## src/rtl/sensor_disp_conv.sv

```systemverilog
// Raw sensor word to signed-tenths 7-segment display patterns.
// Handshake: a sample is taken on any rising edge where in_valid & in_ready; in_ready is high only while idle.
module sensor_disp_conv #(
  parameter int IN_W           = 16,
  parameter int DIGITS         = 4,
  parameter bit SEG_ACTIVE_LOW = 1'b0
) (
  input  logic                  clk100MHz,
  input  logic                  rst_n,
  input  logic                  in_valid,
  output logic                  in_ready,
  input  logic [IN_W-1:0]       data_in,
  input  logic                  mode,
  output logic                  out_valid,
  output logic [8*DIGITS-1:0]   seg_out,
  output logic                  sign_neg,
  output logic                  overflow,
  output logic [2:0]            dbg_state
);

  localparam int BW = 4 * DIGITS;
  localparam int PW = IN_W + 11;
  localparam int CW = $clog2(BW) + 1;
  localparam logic [PW-1:0] K_TMP = PW'(1750);
  localparam logic [PW-1:0] K_HUM = PW'(1250);
  localparam logic [8*DIGITS-1:0] SEG_BLANK = {(8*DIGITS){SEG_ACTIVE_LOW}};

  function automatic logic [31:0] pow10_m1(input int n);
    logic [31:0] r;
    r = 32'd1;
    for (int i = 0; i < n; i++) r = r * 32'd10;
    return r - 32'd1;
  endfunction

  localparam logic [31:0] MAXV = pow10_m1(DIGITS);

  function automatic logic [6:0] enc(input logic [3:0] d);
    case (d)
      4'd0:    enc = 7'h3F;
      4'd1:    enc = 7'h06;
      4'd2:    enc = 7'h5B;
      4'd3:    enc = 7'h4F;
      4'd4:    enc = 7'h66;
      4'd5:    enc = 7'h6D;
      4'd6:    enc = 7'h7D;
      4'd7:    enc = 7'h07;
      4'd8:    enc = 7'h7F;
      4'd9:    enc = 7'h6F;
      default: enc = 7'h00;
    endcase
  endfunction

  typedef enum logic [2:0] {
    S_IDLE  = 3'd0,
    S_MULT  = 3'd1,
    S_SCALE = 3'd2,
    S_CONV  = 3'd3,
    S_DONE  = 3'd4
  } state_t;

  state_t              state_q, state_d;
  logic [IN_W-1:0]     data_q, data_d;
  logic                mode_q, mode_d;
  logic [10:0]         phi_q, phi_d;
  logic [12:0]         mag_q, mag_d;
  logic                neg_q, neg_d;
  logic [2*BW-1:0]     sr_q, sr_d;
  logic [CW-1:0]       cnt_q, cnt_d;
  logic [8*DIGITS-1:0] seg_q, seg_d;
  logic                sign_q, sign_d;
  logic                ovf_q, ovf_d;
  logic                valid_q, valid_d;

  logic [PW-1:0]        prod;
  logic [10:0]          phi_c;
  logic signed [12:0]   v_s;
  logic [12:0]          abs_v;
  logic [2*BW-1:0]      dd_adj;
  logic [BW-1:0]        bcd;
  int                   top;
  logic                 ovf_c;
  logic [8*DIGITS-1:0]  seg_c;

  // Datapath pieces evaluated from the registered operands of each stage.
  always_comb begin
    prod  = PW'(data_q) * (mode_q ? K_HUM : K_TMP);
    phi_c = 11'(prod >> IN_W);

    v_s = $signed({2'b00, phi_q}) - (mode_q ? 13'sd60 : 13'sd450);
    if (mode_q) begin
      if (v_s < 13'sd0)         v_s = 13'sd0;
      else if (v_s > 13'sd1000) v_s = 13'sd1000;
    end
    abs_v = v_s[12] ? 13'(-v_s) : 13'(v_s);

    // Shift-add-3: correct every BCD nibble >= 5 before the shift.
    dd_adj = sr_q;
    for (int j = 0; j < DIGITS; j++) begin
      if (dd_adj[BW+4*j +: 4] >= 4'd5) dd_adj[BW+4*j +: 4] = dd_adj[BW+4*j +: 4] + 4'd3;
    end
  end

  // Display encoding from the finished BCD value.
  always_comb begin
    bcd = sr_q[2*BW-1:BW];
    top = 1;
    for (int k = 2; k < DIGITS; k++) begin
      if (bcd[4*k +: 4] != 4'd0) top = k;
    end
    ovf_c = (32'(mag_q) > MAXV) || (neg_q && (top == DIGITS - 1));
    seg_c = '0;
    for (int k = 0; k < DIGITS; k++) begin
      if (ovf_c)                      seg_c[8*k +: 8] = 8'h40;
      else if (k <= top)              seg_c[8*k +: 8] = {(k == 1), enc(bcd[4*k +: 4])};
      else if (neg_q && k == top + 1) seg_c[8*k +: 8] = 8'h40;
    end
  end

  always_comb begin
    state_d = state_q;
    data_d  = data_q;
    mode_d  = mode_q;
    phi_d   = phi_q;
    mag_d   = mag_q;
    neg_d   = neg_q;
    sr_d    = sr_q;
    cnt_d   = cnt_q;
    seg_d   = seg_q;
    sign_d  = sign_q;
    ovf_d   = ovf_q;
    valid_d = 1'b0;
    case (state_q)
      S_IDLE: begin
        if (in_valid) begin
          data_d  = data_in;
          mode_d  = mode;
          state_d = S_MULT;
        end
      end
      S_MULT: begin
        phi_d   = phi_c;
        state_d = S_SCALE;
      end
      S_SCALE: begin
        neg_d   = v_s[12];
        mag_d   = abs_v;
        sr_d    = {{(2*BW-13){1'b0}}, abs_v};
        cnt_d   = '0;
        state_d = S_CONV;
      end
      S_CONV: begin
        sr_d  = {dd_adj[2*BW-2:0], 1'b0};
        cnt_d = cnt_q + CW'(1);
        if (cnt_q == CW'(BW - 1)) state_d = S_DONE;
      end
      S_DONE: begin
        seg_d   = seg_c ^ SEG_BLANK;
        sign_d  = neg_q;
        ovf_d   = ovf_c;
        valid_d = 1'b1;
        state_d = S_IDLE;
      end
      default: state_d = S_IDLE;
    endcase
  end

  always_ff @(posedge clk100MHz or negedge rst_n) begin
    if (!rst_n) begin
      state_q <= S_IDLE;
      data_q  <= '0;
      mode_q  <= 1'b0;
      phi_q   <= '0;
      mag_q   <= '0;
      neg_q   <= 1'b0;
      sr_q    <= '0;
      cnt_q   <= '0;
      seg_q   <= SEG_BLANK;
      sign_q  <= 1'b0;
      ovf_q   <= 1'b0;
      valid_q <= 1'b0;
    end else begin
      state_q <= state_d;
      data_q  <= data_d;
      mode_q  <= mode_d;
      phi_q   <= phi_d;
      mag_q   <= mag_d;
      neg_q   <= neg_d;
      sr_q    <= sr_d;
      cnt_q   <= cnt_d;
      seg_q   <= seg_d;
      sign_q  <= sign_d;
      ovf_q   <= ovf_d;
      valid_q <= valid_d;
    end
  end

  assign in_ready  = (state_q == S_IDLE);
  assign out_valid = valid_q;
  assign seg_out   = seg_q;
  assign sign_neg  = sign_q;
  assign overflow  = ovf_q;
  assign dbg_state = state_q;

endmodule
```

## config.mk

```make
export PLATFORM = sky130hd
export DESIGN_NAME = sensor_disp_conv
export DESIGN_NICKNAME = d
export VERILOG_FILES = /design/src/rtl/sensor_disp_conv.sv
export SDC_FILE = /design/constraint.sdc
export NUM_CORES = 1
export LEC_CHECK = 0
export BUFFER_PORTS_ARGS = -buffer_cell sky130_fd_sc_hd__buf_4
export CORE_UTILIZATION = 68
export CTS_CLUSTER_SIZE = 8
export DETAILED_ROUTE_END_ITERATION = 10
export PLACE_DENSITY_LB_ADDON = 0.2
export SLEW_MARGIN = 20
export SYNTH_ARGS = -nofsm -noshare
export SYNTH_HDL_FRONTEND = slang
export SYNTH_SLANG_ARGS = --single-unit
export TNS_END_PERCENT = 30
```

## constraint.sdc

```tcl
create_clock -name clk100MHz -period 16 [get_ports clk100MHz]
set_input_delay 1.6 -clock clk100MHz [delete_from_list [all_inputs] [get_ports clk100MHz]]
set_output_delay 1.6 -clock clk100MHz [all_outputs]
set_load 0.1 [all_outputs]
```

==> run_results.csv <==
group,metric,value,unit
run_status,status,"complete, no violations",
synthesis,synth_top_area_share,26.1,%
worst_setup_path,crit_type,"reg -> reg",
min_path,hold_class,"reg -> reg",
die,die_h,121,um
die,initial_core_util,69.7,%
place,dp_hpwl,15400,um
place,place.port_buffers,55,
synthesis,synth-edff-count,0,
grt,grt_max_degree,53,
synthesis,synthMuxAreaShare,1.11,%
die,die_x,121,um
worst_setup_path,path_max_fanout,18,
worst_setup_path,start_kind,"register",
routing,drtPass1Iterations,5,
grt,grtUsageTotal,29.2,%
synthesis,yosysUniqueCellTypes,67,
synthesis,synth_flop_cell,"dfrtp_1",
clocking,tritoncts,"built",
synthesis,yosys.area.top_type,"dfrtp_1",
synthesis,synth_top_family_by_area,"adder cells",
synthesis,yosys.area_share.simple,13.9,%
die,pin_count,59,
grt,grt_pass1_vias,7185,
grt,grt_pass1_wl,33700,um
grt,grt_antenna_before_repair,0,
sta,setup_violations,0,
synthesis,synth_area,9670,sq um
final_layout,nets,1329,
final_layout,fin_util,75.9,%
worst_setup_path,critical_path.startpoint,"mode_q",
worst_setup_path,arrival,6.22,ns
grt,overflow,0,
clocking,root_buffer,"clkbuf_16",
synthesis,yosys_warnings,0,
flow_run,max-cap-violations,0,
worst_setup_path,crit_path_end_kind,"register",
routing,drtIter0Drc,489,
clocking,cts_setup_buffers,0,
synthesis,syn_avg_cell_area,9.12,sq um
place,gp_congestion,0.908,
clocking,clock-sinks,101,
routing,wl_per_cell,15.7,um
final_layout,syn2layout_area_growth,8.87,%
clocking,clk_latency,0.36,ns
clocking,post_cts_resized,0,
sta,period_needed,6.00,ns
clocking,clk_transition_reported_paths,0.08,ns
worst_setup_path,worstReg2RegStart,"mode_q",
sta,final.setup.tns,0,ns
synthesis,synthCells,1061,
clocking,clk_path_buf_depth,2,
synthesis,synthAdderAreaFrac,33.7,%
synthesis,yosys-top-cells-area,"dfrtp_1, ha_1, fa_1, inv_1, nand2_1",
sta,grt_setup_unrepaired,"no",
final_layout,drive_gt1_share,9.54,%
final_layout,diodes,0,
sta,post-route-period-util,37.5,%
sta,finalHoldViolations,0,
clocking,h-tree-depth,3,
synthesis,ys_async_sr_fraction,100,%
routing,viasPerCell,5.71,
sta,maxClockFrequency,0.167,GHz
die,coreArea,13900,sq um
clocking,hold_buffers,0,
synthesis,synth-xor-area-share,2.26,%
synthesis,ys_seq_area_share,26.1,%
die,dieArea,14700,sq um
synthesis,synth_compound_area_share,13.9,%
sta,slew_headroom,50.0,%
sta,tightestPinTransition,0.749,ns
synthesis,ys_seq_elements,101,
min_path,hp-start,"sr_q[0]",
sta,maxSlewViolCount,0,
routing,ant_nets,0,
routing,drc,0,
synthesis,yosysMostFrequentCell,"inv_1",
sta,clock_skew,0.00748,ns
synthesis,synth_common_cells,"inv_1, ha_1, dfrtp_1",
routing,num_vias,7319,
die,rows,43,
worst_setup_path,required,16.22,ns
clocking,numCtsBuffers,9,
routing,drt_wl_total,20100,um
==> critical path: stages, from the launching register on <==
cell,delay [ns]
dfrtp_1,0.39
inv_1,0.55
nor2_1,0.14
fa_1,0.50
inv_1,0.05
fa_1,0.48
inv_1,0.06
fa_1,0.50
fa_1,0.55
inv_1,0.06
fa_1,0.53
inv_1,0.04
ha_1,0.26
nand3_1,0.06
nor2_1,0.08
o221ai_1,0.21
o211a_1,0.29
nor3_1,0.33
nor2_1,0.10
a21oi_1,0.28
a31oi_1,0.15
xnor2_1,0.16
o21ai_0,0.08
==> stage by stage <==
step           hold slack [ns]  cell area (sq um)  instances  worst slack (ns)
2_1_floorplan            0.440               9680       1063              9.97
3_3_place_gp             0.450              10200       1265             10.27
3_5_place_dp             0.456              10200       1265             10.04
4_1_cts                  0.473              10500       1281             10.00
5_1_grt                  0.506              10500       1281              9.66
6_report                 0.473              10500       1281              10.0
==> flip-flops by register name (all words and copies together), names as in the netlist, 3 cells and up <==
register	flops
phi_q	11
cnt_q	5
sr_q	32
seg_out	29
data_q	16
dbg_state	3
==> routing by layer <==
layer  wire [um]  GRT usage [%]  vias to the layer above
met3         929           4.89                       39
met5           0              0                        -
met4         428           9.34                        0
li1            -              -                     3560
met1        8920           39.4                     3544
met2        9800           48.2                      176
==> cell families (layout without fill, tap and decap cells) <==
family / Yosys count / count (layout)
muxes: 10 / 10
other: 1 / 3
buffers and inverters: 224 / 262
adders and majority gates: 213 / 213
DFF: 101 / 101
AOI/OAI and AO/OA: 213 / 213
and+or+nand+nor: 274 / 274
xor gates and xnor gates: 25 / 25
==> cells in the final DEF (no fill, tap or decap), drive strengths merged, types with 10 or more instances in the layout <==
master | netlist | final
nand3 | 21 | 21
clkbuf | 33 | 10
nor2 | 56 | 56
o22ai | 14 | 14
nor3 | 14 | 14
fa | 79 | 79
nand2 | 97 | 97
nor2b | 11 | 11
buf | 7 | 62
xor2 | 11 | 11
inv | 184 | 187
a21oi | 51 | 51
ha | 134 | 134
o21ai | 74 | 74
xnor2 | 14 | 14
nand2b | 22 | 22
dfrtp | 101 | 101
a21o | 17 | 17
a22o | 12 | 12
==> path summary, 6_finish.rpt <==
kind                                    end  slack, ns  cells past startpoint
max in group asynchronous         data_q[6]      13.64                      2
min in group asynchronous       seg_out[26]       1.26                      1
worst max-delay path              phi_q[10]       10.0                     22
worst min register to register      sr_q[0]       0.47                      2
worst min-delay path                sr_q[0]       0.47                      2
worst max register to register    phi_q[10]       10.0                     22
==> area by class of cell <==
type                       count  area [sq um]
tap                          180           225
clock inverter                 6          86.3
sequential                   101          2530
timing repair buffer          62           465
clock buffer                  10           239
inverter                     184           691
multi-input combinational    738          6300
fill                         989          3350
Power is not shown: default switching activity piles up to over one toggle a cycle in this logic, so the estimate is an artifact.
